### src/rtl/vga_sync_gen.sv
// 640x480@60 raster timing generator: pixel-rate divider, h/v counters, decoded
// video/sync outputs and per-pixel, per-line and per-frame strobes. Every output is a flop.
module vga_sync_gen #(
    parameter int CLK_DIV   = 2,
    parameter int H_VISIBLE = 640,
    parameter int H_FRONT   = 16,
    parameter int H_SYNC    = 96,
    parameter int H_BACK    = 48,
    parameter int V_VISIBLE = 480,
    parameter int V_FRONT   = 10,
    parameter int V_SYNC    = 2,
    parameter int V_BACK    = 33,
    parameter int SYNC_POL  = 0
) (
    input  logic       clk,
    input  logic       reset,
    output logic [9:0] h_count,
    output logic [9:0] v_count,
    output logic       video,
    output logic       hsync,
    output logic       vsync,
    output logic       pix_en,
    output logic       line_start,
    output logic       frame_start
);

    localparam int H_TOTAL = H_VISIBLE + H_FRONT + H_SYNC + H_BACK;
    localparam int V_TOTAL = V_VISIBLE + V_FRONT + V_SYNC + V_BACK;
    localparam int DIV_W   = (CLK_DIV > 1) ? $clog2(CLK_DIV) : 1;

    localparam logic [DIV_W-1:0] DIV_LAST = DIV_W'(CLK_DIV - 1);
    localparam logic [DIV_W-1:0] DIV_ONE  = DIV_W'(1);
    localparam logic [9:0] H_LAST   = 10'(H_TOTAL - 1);
    localparam logic [9:0] V_LAST   = 10'(V_TOTAL - 1);
    localparam logic [9:0] H_VIS    = 10'(H_VISIBLE);
    localparam logic [9:0] V_VIS    = 10'(V_VISIBLE);
    localparam logic [9:0] HS_BEG   = 10'(H_VISIBLE + H_FRONT);
    localparam logic [9:0] HS_END   = 10'(H_VISIBLE + H_FRONT + H_SYNC);
    localparam logic [9:0] VS_BEG   = 10'(V_VISIBLE + V_FRONT);
    localparam logic [9:0] VS_END   = 10'(V_VISIBLE + V_FRONT + V_SYNC);
    localparam logic       SYNC_ON  = (SYNC_POL != 0);

    if ((H_TOTAL > 1024) || (V_TOTAL > 1024) || (CLK_DIV < 1)) begin : g_param_check
        $error("vga_sync_gen: totals must fit 10-bit counters and CLK_DIV must be >= 1");
    end

    logic [DIV_W-1:0] div_cnt_q, div_cnt_d;
    logic [9:0]       h_count_q, h_count_d;
    logic [9:0]       v_count_q, v_count_d;
    logic             video_q, video_d;
    logic             hsync_q, hsync_d;
    logic             vsync_q, vsync_d;
    logic             pix_en_q, pix_en_d;
    logic             line_start_q, line_start_d;
    logic             frame_start_q, frame_start_d;
    logic             adv_s;

    // Pixel-rate divider and raster counters
    always_comb begin
        adv_s     = (div_cnt_q == DIV_LAST);
        div_cnt_d = div_cnt_q + DIV_ONE;
        h_count_d = h_count_q;
        v_count_d = v_count_q;
        if (adv_s) begin
            div_cnt_d = {DIV_W{1'b0}};
            if (h_count_q == H_LAST) begin
                h_count_d = 10'd0;
                v_count_d = (v_count_q == V_LAST) ? 10'd0 : v_count_q + 10'd1;
            end else begin
                h_count_d = h_count_q + 10'd1;
            end
        end else begin
            h_count_d = h_count_q;
            v_count_d = v_count_q;
        end
    end

    // Decode from the next counter values so the registered flags line up with the counters;
    // holding between advances keeps video low after reset until the first real pixel step.
    always_comb begin
        video_d = video_q;
        hsync_d = hsync_q;
        vsync_d = vsync_q;
        if (adv_s) begin
            video_d = (h_count_d < H_VIS) && (v_count_d < V_VIS);
            hsync_d = ((h_count_d >= HS_BEG) && (h_count_d < HS_END)) ? SYNC_ON : ~SYNC_ON;
            vsync_d = ((v_count_d >= VS_BEG) && (v_count_d < VS_END)) ? SYNC_ON : ~SYNC_ON;
        end else begin
            video_d = video_q;
            hsync_d = hsync_q;
            vsync_d = vsync_q;
        end
        pix_en_d      = adv_s;
        line_start_d  = adv_s && (h_count_d == 10'd0);
        frame_start_d = line_start_d && (v_count_d == 10'd0);
    end

    // State and output registers
    always_ff @(posedge clk) begin
        if (reset) begin
            div_cnt_q     <= {DIV_W{1'b0}};
            h_count_q     <= 10'd0;
            v_count_q     <= 10'd0;
            video_q       <= 1'b0;
            hsync_q       <= ~SYNC_ON;
            vsync_q       <= ~SYNC_ON;
            pix_en_q      <= 1'b0;
            line_start_q  <= 1'b0;
            frame_start_q <= 1'b0;
        end else begin
            div_cnt_q     <= div_cnt_d;
            h_count_q     <= h_count_d;
            v_count_q     <= v_count_d;
            video_q       <= video_d;
            hsync_q       <= hsync_d;
            vsync_q       <= vsync_d;
            pix_en_q      <= pix_en_d;
            line_start_q  <= line_start_d;
            frame_start_q <= frame_start_d;
        end
    end

    assign h_count     = h_count_q;
    assign v_count     = v_count_q;
    assign video       = video_q;
    assign hsync       = hsync_q;
    assign vsync       = vsync_q;
    assign pix_en      = pix_en_q;
    assign line_start  = line_start_q;
    assign frame_start = frame_start_q;

endmodule
### config.mk
export PLATFORM = sky130hd
export DESIGN_NAME = vga_sync_gen
export DESIGN_NICKNAME = d
export VERILOG_FILES = /design/src/rtl/vga_sync_gen.sv
export SDC_FILE = /design/constraint.sdc
export NUM_CORES = 1
export LEC_CHECK = 0
export CORE_MARGIN = 2
export CORE_UTILIZATION = 25
export CTS_CLUSTER_SIZE = 28
export DETAILED_ROUTE_END_ITERATION = 12
export GPL_TIMING_DRIVEN = 0
export PLACE_DENSITY_LB_ADDON = 0.3
export SLEW_MARGIN = 20
export SYNTH_ARGS = -nofsm -noshare
export SYNTH_HDL_FRONTEND = slang
export SYNTH_SLANG_ARGS = --single-unit
### constraint.sdc
create_clock -name clk -period 2.5 [get_ports clk]
set_input_delay 0.75 -clock clk [delete_from_list [all_inputs] [get_ports clk]]
set_output_delay 0.75 -clock clk [all_outputs]
set_load 0.01 [all_outputs]
# Word-level counts from Yosys, hierarchy flattened
# Index checks and enable logic that the tools add are counted.
totals:
  register_bits: 27
  latch_bits: 0
  ram_bits: 0
  mem_bits_ro: 0
  inputBits: 2
  wordCells: 35
  n_memories: 0
op_classes:
  add_sub_neg: 3
  mul: 0
  div: 0
  order_cmp: 6
  n_eq_ne: 2
  n_shift: 0
  n_mux: 7
  n_bitwise: 0
  n_reduce_logical: 8
ops:
  columns: ["cell", "n"]
  rows:
  - ["two-way mux 10 bit", 5]
  - ["adder 10 x 1 -> 10 bit, second input constant", 2]
  - ["equality test 10 bit, second input constant", 2]
  - ["logical NOT 10 bit", 2]
  - ["less-than comparator 10 bit, second input constant", 2]
  - ["less-than comparator 10 x 9 -> 1 bit, second input constant", 2]
  - [">= comparator 10 bit, second input constant", 1]
  - [">= comparator 10 x 9 -> 1 bit, second input constant", 1]
  - ["logical AND 1 bit", 5]
  - ["two-way mux 1 bit", 2]
  - ["OR reduction 2 bit", 1]
  - ["adder 1 bit, second input constant", 1]

# Logic depth before layout (Yosys ltp)
# Gate-level depths: netlist of run 1.
depth:
  ltp_word: 7
  ltp_mapped: 8

# Least setup slack after synthesis of run 1
# OpenSTA, ideal clock, no wires.
synth_timing:
  path_kind: "reg-to-reg"
  from: "register h_count_q[0], in the netlist h_count[0]"
  to: "register vsync_q, in the netlist vsync"
  setup_ps: 145
  t_arrival_ps: 1859
  required_time_ps: 2355
  setup_slack_ps: 496
  path_stages_with_launch: 9
  path_buffers: 1
  path_cell_list: "dfxtp_1 -> ha_1 -> and4_1 -> and3_1 -> buf_6 -> nand4_1 -> xor2_1 -> nor4_1 -> a41oi_1"
synth_between:
  elab_chain_cells: 6
  elab_cells_between_ends: 7
synth_lines:
  columns: ["item", "line_no", "text"]
  rows:
  - ["start: declaration", "48", "logic [9:0] h_count_q, h_count_d;"]
  - ["start signal: assignment", "112", "h_count_q <= h_count_d;"]
  - ["equality test 10 bit *", "66", "if (h_count_q == H_LAST) begin"]
  - ["two-way mux 10 bit *", "66", null]
  - ["two-way mux 10 bit *", "64", "if (adv_s) begin"]
  - [">= comparator 10 x 9 -> 1 bit / less-than comparator 10 x 9 -> 1 bit (equally long branches)", "87", "vsync_d = ((v_count_d >= VS_BEG) && (v_count_d < VS_END)) ? SYNC_ON : ~SYNC_ON;"]
  - ["logical AND 1 bit *", "87", null]
  - ["two-way mux 1 bit *", "87", null]
  - ["end signal: assignment", "106", "vsync_q <= ~SYNC_ON;"]
  - ["end signal: assignment", "116", "vsync_q <= vsync_d;"]
  - ["end: declaration", "52", "logic vsync_q, vsync_d;"]
# Mark *: on every way between the ends. The rest lies on a longest branch, timed or not.
# A chain may end at the register's enable or synchronous reset.

# Worst setup path after layout of run 1
layout_timing:
  from: "register h_count_q[0], in the netlist h_count[0]"
  to: "register frame_start_q, in the netlist frame_start"
layout_between:
  elab_chain_cells: 6
  elab_cells_between_ends: 10
layout_lines:
  columns: ["item", "line_no", "text"]
  rows:
  - ["adder 10 x 1 -> 10 bit / equality test 10 bit (equally long branches)", "70, 66", null]
  - ["two-way mux 10 bit", "66", null]
  - ["two-way mux 10 bit", "64", null]
  - ["logical NOT 10 bit", "94", "line_start_d = adv_s && (h_count_d == 10'd0);"]
  - ["logical AND 1 bit", "94", null]
  - ["logical AND 1 bit *", "95", "frame_start_d = line_start_d && (v_count_d == 10'd0);"]
  - ["end signal: assignment", "119", "frame_start_q <= frame_start_d;"]
  - ["end: declaration", "55", "logic frame_start_q, frame_start_d;"]
# Marks and branches as above.

==> results of run 1 <==
-- cells in the mapped netlist (all sizes together) (5+ instances only) --
| master | number | area, sq um |
|---|---|---|
| inv | 5 | 18.8 |
| nor3 | 11 | 55.1 |
| nand2 | 13 | 48.8 |
| xor2 | 8 | 70.1 |
| and3 | 6 | 38.8 |
| xnor2 | 5 | 43.8 |
| dfxtp | 27 | 541 |
| nand4 | 7 | 50.1 |
| nand3 | 10 | 50.1 |
| a21oi | 11 | 55.1 |
| nor2b | 6 | 37.5 |
| nor2 | 26 | 97.6 |
| clkbuf | 6 | 42.5 |
| o21ai | 6 | 30.0 |
| buf | 6 | 61.3 |
-- repair_timing --
item,CTS,global route
setup endpoints to repair,2,3
setup buffers,0,0
pin swaps,0,0
gates resized for setup,1,6
-- how the worst max path moves through the flow --
| stage | slack, ns | to | cells after the start | startpoint |
|---|---|---|---|---|
| floorplan | 0.50 | vsync | 8 | h_count[0] |
| global placement | -0.04 | vsync | 7 | h_count[0] |
| detailed placement | -0.07 | vsync | 7 | h_count[0] |
| CTS | 0.08 | vsync | 7 | h_count[0] |
| global route | 0.008 | vsync | 7 | h_count[0] |
| finish | 0.20 | frame_start | 8 | h_count[0] |
-- state kept, by name, indices dropped and copies added (netlist names) --
register	count
pix_en	1
hsync	1
video	1
h_count	10
vsync	1
line_start	1
v_count	10
adv_s	1
frame_start	1
-- worst min-delay path, delay by kind of cell, from the launching register on --
| family | cells | cell delay, ns |
|---|---|---|
| and+or+nand+nor | 1 | 0.05 |
| AOI/OAI and AO/OA | 1 | 0.06 |
| DFF | 1 | 0.34 |
-- stage by stage --
step,instance area (sq um),instances,setup WS (ns),utilization [%],power (mW)
final,2060,302,0.204,32.8,0.787
after global routing,2060,302,0.00847,32.8,0.823
after CTS,2030,302,0.0819,32.4,0.801
after detailed placement,1980,298,-0.0652,31.5,0.538
after global placement,1980,298,-0.0439,31.5,0.538
after floorplan,1610,194,0.496,-,0.506
-- cell families after synthesis --
family	Yosys count
AOI/OAI and AO/OA	34
muxes	3
adders and majority gates	3
buffers and inverters	17
and+or+nand+nor	97
DFF	27
xor gates and xnor gates	13
-- power breakdown --
group | switching, mW | leakage (nW) | total [mW] | internal, mW
Combinational | 0.0398 | 0.483 | 0.0795 | 0.0397
Sequential | 0.0104 | 0.219 | 0.450 | 0.439
Clock | 0.146 | 0.0255 | 0.258 | 0.112
-- final cells by class --
| type | count | area (sq um) | share of cell area (%) |
|---|---|---|---|
| plain buffers | 12 | 104 | 5.05 |
| repair buffers | 27 | 270 | 13.1 |
| clock buffers | 3 | 41.3 | 2.01 |
| well taps | 77 | 96.3 | 4.68 |
| multi-input cells | 150 | 982 | 47.7 |
| flip-flops and latches | 27 | 541 | 26.3 |
| clock inverters | 1 | 5.00 | 0.243 |
| inverters | 5 | 18.8 | 0.912 |
-- per-layer routing --
layer,vias up,wire (um)
met5,-,0
li1,761,-
met1,692,2170
met4,0,58
met2,35,1850
met3,4,182
==> flow_summary.rst, run 1 <==
.. list-table::
   :header-rows: 1

   * - Metric
     - Value
   * - Status
     - complete, no violations
   * - Number of global-route vias before repair
     - roughly 1.4k
   * - Total DRC errors in the routed layout
     - 0
   * - Leakage power
     - a little over 0.7 nW
   * - Endpoint of the worst-slack reg-to-reg timing path
     - frame_start
   * - Initial standard-cell utilization of the core
     - between 20% and 30%
   * - Via count
     - about 1.5k
   * - Critical path's top delay family
     - simple AND/OR/NAND/NOR gates
   * - Adder and majority cell fraction of the synthesized area
     - between 2 and 2.5%
   * - Clk slew on worst S/H paths
     - ~0.10 ns
   * - Min Clock Period, post-route
     - 2.30 ns
   * - Min-Delay Startpoint
     - video
   * - Share of post-route cells with drive strength above 1
     - ~11%
   * - Minimum hold slack
     - approximately 0.47 ns
   * - Overall fraction of global-route tracks in use
     - between 10 and 15%
   * - Overflow left after global routing
     - 0
   * - CP max stage cell
     - dfxtp_1
   * - Cts bufs inserted
     - 3
   * - Mapped Nets
     - 199
   * - Compound-gate portion of the synthesized area
     - between 10% and 20%
   * - CP Max Fanout
     - 10
   * - Max-capacitance violation count
     - 0
   * - Worst Setup End Kind
     - flop
   * - Global routing met2 resource utilization
     - roughly 20%
   * - Number of slew-limit violations in the final report
     - 0
   * - Flops & latches, synth
     - 27
   * - Post-Synth XOR/XNOR Area
     - approximately 7.1%
   * - RSZ-0062 raised after global routing
     - no
   * - Clock Latency Late Sink
     - around 0.28 ns
   * - Mapped Cells
     - just under 200
   * - Worst path max stage delay
     - around 0.49 ns
   * - Leading cell types in the layout, fill and taps excluded
     - 27 x dfxtp_1, 27 x clkdlybuf4s50_1, 24 x nor2_1
   * - Arrival time reported for the critical path endpoint
     - 2.50 ns
   * - HPWL Detailed
     - just over 3 mm
   * - Clock tree from TritonCTS
     - built
   * - Slack of the worst reg-to-reg path
     - 0.20 ns
   * - Pin count of the biggest net entering global routing
     - 16
   * - Share of synthesized area occupied by flip-flops and latches
     - between 30% and 40%
   * - Port bufs
     - 27
   * - Combinational family with the most area after synthesis
     - simple AND/OR/NAND/NOR gates
   * - Share of synthesized flip-flops with an asynchronous set or reset
     - 0%
   * - Source of the worst register-to-register timing path
     - h_count[0]
   * - Critical path class
     - flop to flop
   * - Row count
     - 29
   * - Per-instance average area after synthesis
     - about 8.3 sq um
   * - Global Route met3 Usage
     - under 10%
   * - Top flip-flop cell by instance count after synthesis
     - dfxtp_1
   * - # diodes
     - 0
   * - Worst path required time
     - 2.70 ns
   * - Busiest layer in global routing
     - met2
   * - WL final
     - 4.26 mm
   * - Worst slew slack as a fraction of its limit
     - between 60% and 70%
   * - Fill cells
     - between 600 and 700
   * - Count of unique library cells instantiated by Yosys
     - 48
   * - CTS Hold Bufs
     - 0
   * - Slew at the pin closest to its max-slew limit
     - approximately 0.52 ns
   * - Count of TritonRoute iterations in the first routing pass
     - 4
   * - Routed vias/inst
     - 4.94
   * - Die Span X
     - 84.3 um
   * - Synth Area in Simple Gates
     - about a third
   * - Peak VDD IR
     - 0.000189 V
   * - Detail-routed net length per standard cell
     - 14.1 um
   * - Reg2reg path depth
     - 8
   * - Total of endpoints with negative setup slack in the final report
     - 0
   * - Cells traversed along the worst timing path
     - ha_2 -> and4_1 -> nand3_1 -> buf_2 -> o311a_1 -> a211oi_2 -> nand4_1 -> nor4_2
   * - Antenna violations before repair
     - 0
   * - WP buf/inv
     - 1
   * - Total Negative Setup Slacks
     - 0 ns
   * - Final #Nets
     - about 230
   * - Total core area
     - roughly 0.0063 sq mm
   * - Largest clock skew in the final design
     - around 0.0089 ns
   * - Post-detailed-route count of antenna-violating nets
     - 0
   * - Starting DRC count in detailed routing
     - 74
   * - Number of synthesized flops with an enable pin
     - 0
   * - Clk Tree Root Cell
     - clkbuf_8
   * - Worst Hold Depth
     - 2
   * - CTS H-tree depth
     - 1
   * - Multiplexer share of the synthesized area
     - ~1.9%
   * - Clock buffer depth
     - 2
   * - Clock sink count
     - 27
   * - Post-synth design cell area
     - between 0.0015 and 0.002 sq mm
   * - Number of endpoints with negative hold slack in the final report
     - 0
   * - Classification of the worst-slack hold path
     - flop to flop
   * - Warnings, synthesis
     - 0
   * - Startpoint Class
     - flop
   * - Area of the die
     - 0.00711 sq mm
   * - Tcrit/Tclk final
     - 91.8%
   * - Destination of the worst hold path
     - video
   * - Highest achievable clock rate
     - ~0.44 GHz
   * - Synth-to-Final Area Change
     - 27.6%
   * - I/O pins
     - 28
   * - RD Place Congestion
     - a little over 0.8
   * - Met1 Resource Use GR
     - between 10% and 20%
   * - Power density cells
     - between 300 and 400 mW/mm^2
   * - Global-route wire length before repair
     - ~7 mm
   * - DIE HEIGHT
     - roughly 84 um
(Power assumes the default switching activity.)
==> run 2: changes to the inputs <==
--- a/config.mk
+++ b/config.mk
@@ -11,6 +11,7 @@
 export DETAILED_ROUTE_END_ITERATION = 12
 export GPL_TIMING_DRIVEN = 0
 export PLACE_DENSITY_LB_ADDON = 0.3
+export REMOVE_ABC_BUFFERS = 1
 export SLEW_MARGIN = 20
 export SYNTH_ARGS = -nofsm -noshare
 export SYNTH_HDL_FRONTEND = slang
==> flow_summary.rst, run 2 (synthesis results as in run 1) <==
.. list-table::
   :header-rows: 1

   * - Metric
     - Value
   * - Status
     - complete, no violations (unchanged)
   * - Clock tree from TritonCTS
     - built (unchanged)
   * - Worst Setup End Kind
     - primary output (was flop)
   * - Fill cells
     - 684 (was 648)
   * - WP buf/inv
     - 1 (unchanged)
   * - Source of the worst register-to-register timing path
     - h_count[1] (was h_count[0])
   * - RSZ-0062 raised after global routing
     - no (unchanged)
   * - Leakage power
     - 0.676 nW (was 0.727 nW)
   * - CTS Hold Bufs
     - 0 (unchanged)
   * - RD Place Congestion
     - 0.835 (was 0.827)
   * - Power density cells
     - 396 mW/mm^2 (was 382 mW/mm^2)
   * - Peak VDD IR
     - 0.000197 V (was 0.000189 V)
   * - Multi-input combinational cell area
     - 993 sq um (was 982 sq um)
   * - Number of global-route vias before repair
     - 1347 (was 1413)
   * - Cells traversed along the worst timing path
     - clkdlybuf4s50_1 (was ha_2 -> and4_1 -> nand3_1 -> buf_2 -> o311a_1 -> a211oi_2 -> nand4_1 -> nor4_2)
   * - Min-Delay Startpoint
     - video (unchanged)
   * - Buffer count from post-CTS setup fixing
     - 0 (unchanged)
   * - Non-filler instance count after layout
     - 290 (was 302)
   * - Global-route wire length before repair
     - 7.00 mm (was 7.16 mm)
   * - Overall fraction of global-route tracks in use
     - 12.0% (was 12.4%)
   * - Number of endpoints with negative hold slack in the final report
     - 0 (unchanged)
   * - CP max stage cell
     - clkdlybuf4s50_1 (was dfxtp_1)
   * - Classification of the worst-slack hold path
     - flop to flop (unchanged)
   * - Placed cell areas
     - 0.00188 sq mm (was 0.00198 sq mm)
   * - Worst path max stage delay
     - 0.63 ns (was 0.49 ns)
   * - Count of TritonRoute iterations in the first routing pass
     - 4 (unchanged)
   * - WL final
     - 4.03 mm (was 4.26 mm)
   * - Total of endpoints with negative setup slack in the final report
     - 0 (unchanged)
   * - Total core area
     - 0.00628 sq mm (unchanged)
   * - Sequential Area
     - 543 sq um (was 541 sq um)
   * - Synth-to-Final Area Change
     - 21.9% (was 27.6%)
   * - Min Clock Period, post-route
     - 2.27 ns (was 2.30 ns)
   * - Clock sink count
     - 27 (unchanged)
   * - Worst-case setup margin in the final layout
     - 0.230 ns (was 0.204 ns)
   * - Critical path class
     - flop to primary output (was flop to flop)
   * - Slack of the worst reg-to-reg path
     - 0.27 ns (was 0.20 ns)
   * - Overflow left after global routing
     - 0 (unchanged)
   * - Tcrit/Tclk final
     - 90.8% (was 91.8%)
   * - Post-detailed-route count of antenna-violating nets
     - 0 (unchanged)
   * - Share of post-route cells with drive strength above 1
     - 8.45% (was 11.1%)
   * - Clock Latency Late Sink
     - 0.28 ns (about the same)
   * - Critical path's top delay family
     - buffers and inverters (was simple AND/OR/NAND/NOR gates)
   * - Row count
     - 29 (unchanged)
   * - I/O pins
     - 28 (unchanged)
   * - Cts bufs inserted
     - 3 (unchanged)
   * - Highest achievable clock rate
     - 0.441 GHz (was 0.436 GHz)
   * - Max-capacitance violation count
     - 0 (unchanged)
   * - Largest clock skew in the final design
     - 0.00524 ns (was 0.00885 ns)
   * - Starting DRC count in detailed routing
     - 73 (was 74)
   * - Worst path required time
     - 1.75 ns (was 2.70 ns)
   * - First element of the critical path
     - h_count[5] (was h_count[0])
   * - Antenna violations before repair
     - 0 (unchanged)
   * - Final #Nets
     - 219 (was 231)
   * - Port bufs
     - 27 (unchanged)
   * - CP Max Fanout
     - 12 (was 10)
   * - Clk slew on worst S/H paths
     - 0.09 ns (was 0.10 ns)
   * - Worst setup slack after placement
     - -0.470 ns (was -0.0652 ns)
   * - HPWL Detailed
     - 2.88 mm (was 3.07 mm)
   * - # diodes
     - 0 (unchanged)
   * - Worst slew slack as a fraction of its limit
     - 41.1% (was 65.3%)
   * - DIE HEIGHT
     - 84.3 um (unchanged)
   * - Clk Tree Root Cell
     - clkbuf_8 (unchanged)
   * - Layout Cell Area excl Fill
     - 0.00197 sq mm (was 0.00206 sq mm)
   * - Arrival time reported for the critical path endpoint
     - 1.52 ns (was 2.50 ns)
   * - Leading cell type in the layout, fill and taps excluded
     - clkdlybuf4s50_1
   * - Total DRC errors in the routed layout
     - 0 (unchanged)
   * - Cell count after placement
     - 286 (was 298)
   * - Overall power after layout
     - 0.778 mW (was 0.787 mW)
   * - Clock buffer depth
     - 2 (unchanged)
   * - Startpoint Class
     - flop (unchanged)
   * - Detail-routed net length per standard cell
     - 13.9 um (was 14.1 um)
   * - Die Span X
     - 84.3 um (unchanged)
   * - Initial standard-cell utilization of the core
     - 25.7% (unchanged)
   * - Leading cell types in the layout, fill and taps excluded
     - 26 x clkdlybuf4s50_1, 25 x nor2_1, 25 x dfxtp_1 (was 27 x dfxtp_1, 27 x clkdlybuf4s50_1, 24 x nor2_1)
   * - Area of the die
     - 0.00711 sq mm (unchanged)
   * - Routed vias/inst
     - 4.89 (was 4.94)
   * - CTS H-tree depth
     - 1 (unchanged)
   * - Pin count of the biggest net entering global routing
     - 25 (was 16)
   * - Number of slew-limit violations in the final report
     - 0 (unchanged)
   * - Slew at the pin closest to its max-slew limit
     - 0.883 ns (was 0.520 ns)
   * - Via count
     - 1418 (was 1492)
==> run 2: layer usage <==
layer	GRT usage (%)	vias to the layer above	routed length [um]	share of wire [%]
met5	0	-	0	0
met4	2.20	0	26	0.65
met3	2.75	4	128	3.2
met2	19.4	26	1850	46
met1	16.5	655	2020	50
li1	-	733	-	-
==> run 2: stage by stage <==
step	utilization, %	TNS (ns)	hold slack, ns
after floorplan	-	0	0.483
after global placement	29.9	-1.28	0.447
after detailed placement	29.9	-1.32	0.461
after CTS	30.7	0	0.483
after global routing	31.3	0	0.521
final	31.3	0	0.472
==> run 2: area by class of cell <==
type	count	area share [%]
timing repair buffer	27	13.7
multi-input combinational	150	50.5
tap	77	4.90
clock buffer	4	2.29
sequential	27	27.6
inverter	5	0.955
==> run 2: where the power goes <==
| part | switching [mW] | internal [mW] |
|---|---|---|
| combinational | 0.0343 | 0.0352 |
| sequential | 0.0133 | 0.440 |
| clock | 0.141 | 0.115 |
==> run 2: repair_timing <==
action,CTS,global route
gates resized for setup,4,8
endpoints found under the hold margin,0,0
setup endpoints to repair,3,3
==> run 2: path summary, 6_finish.rpt <==
kind                               endpoint  cells past startpoint
worst max register to register  frame_start                      7
worst min register to register        video                      2
worst max-delay path             h_count[5]                      1
worst min-delay path                  video                      2
==> run 3: changes to the inputs <==
--- a/config.mk
+++ b/config.mk
@@ -5,6 +5,7 @@
 export SDC_FILE = /design/constraint.sdc
 export NUM_CORES = 1
 export LEC_CHECK = 0
+export ABC_CLOCK_PERIOD_IN_PS = 2500
 export CORE_MARGIN = 2
 export CORE_UTILIZATION = 25
 export CTS_CLUSTER_SIZE = 28
==> results of run 3 <==
Same layout as run 2: the final DEF is identical, and so are final timing and power.
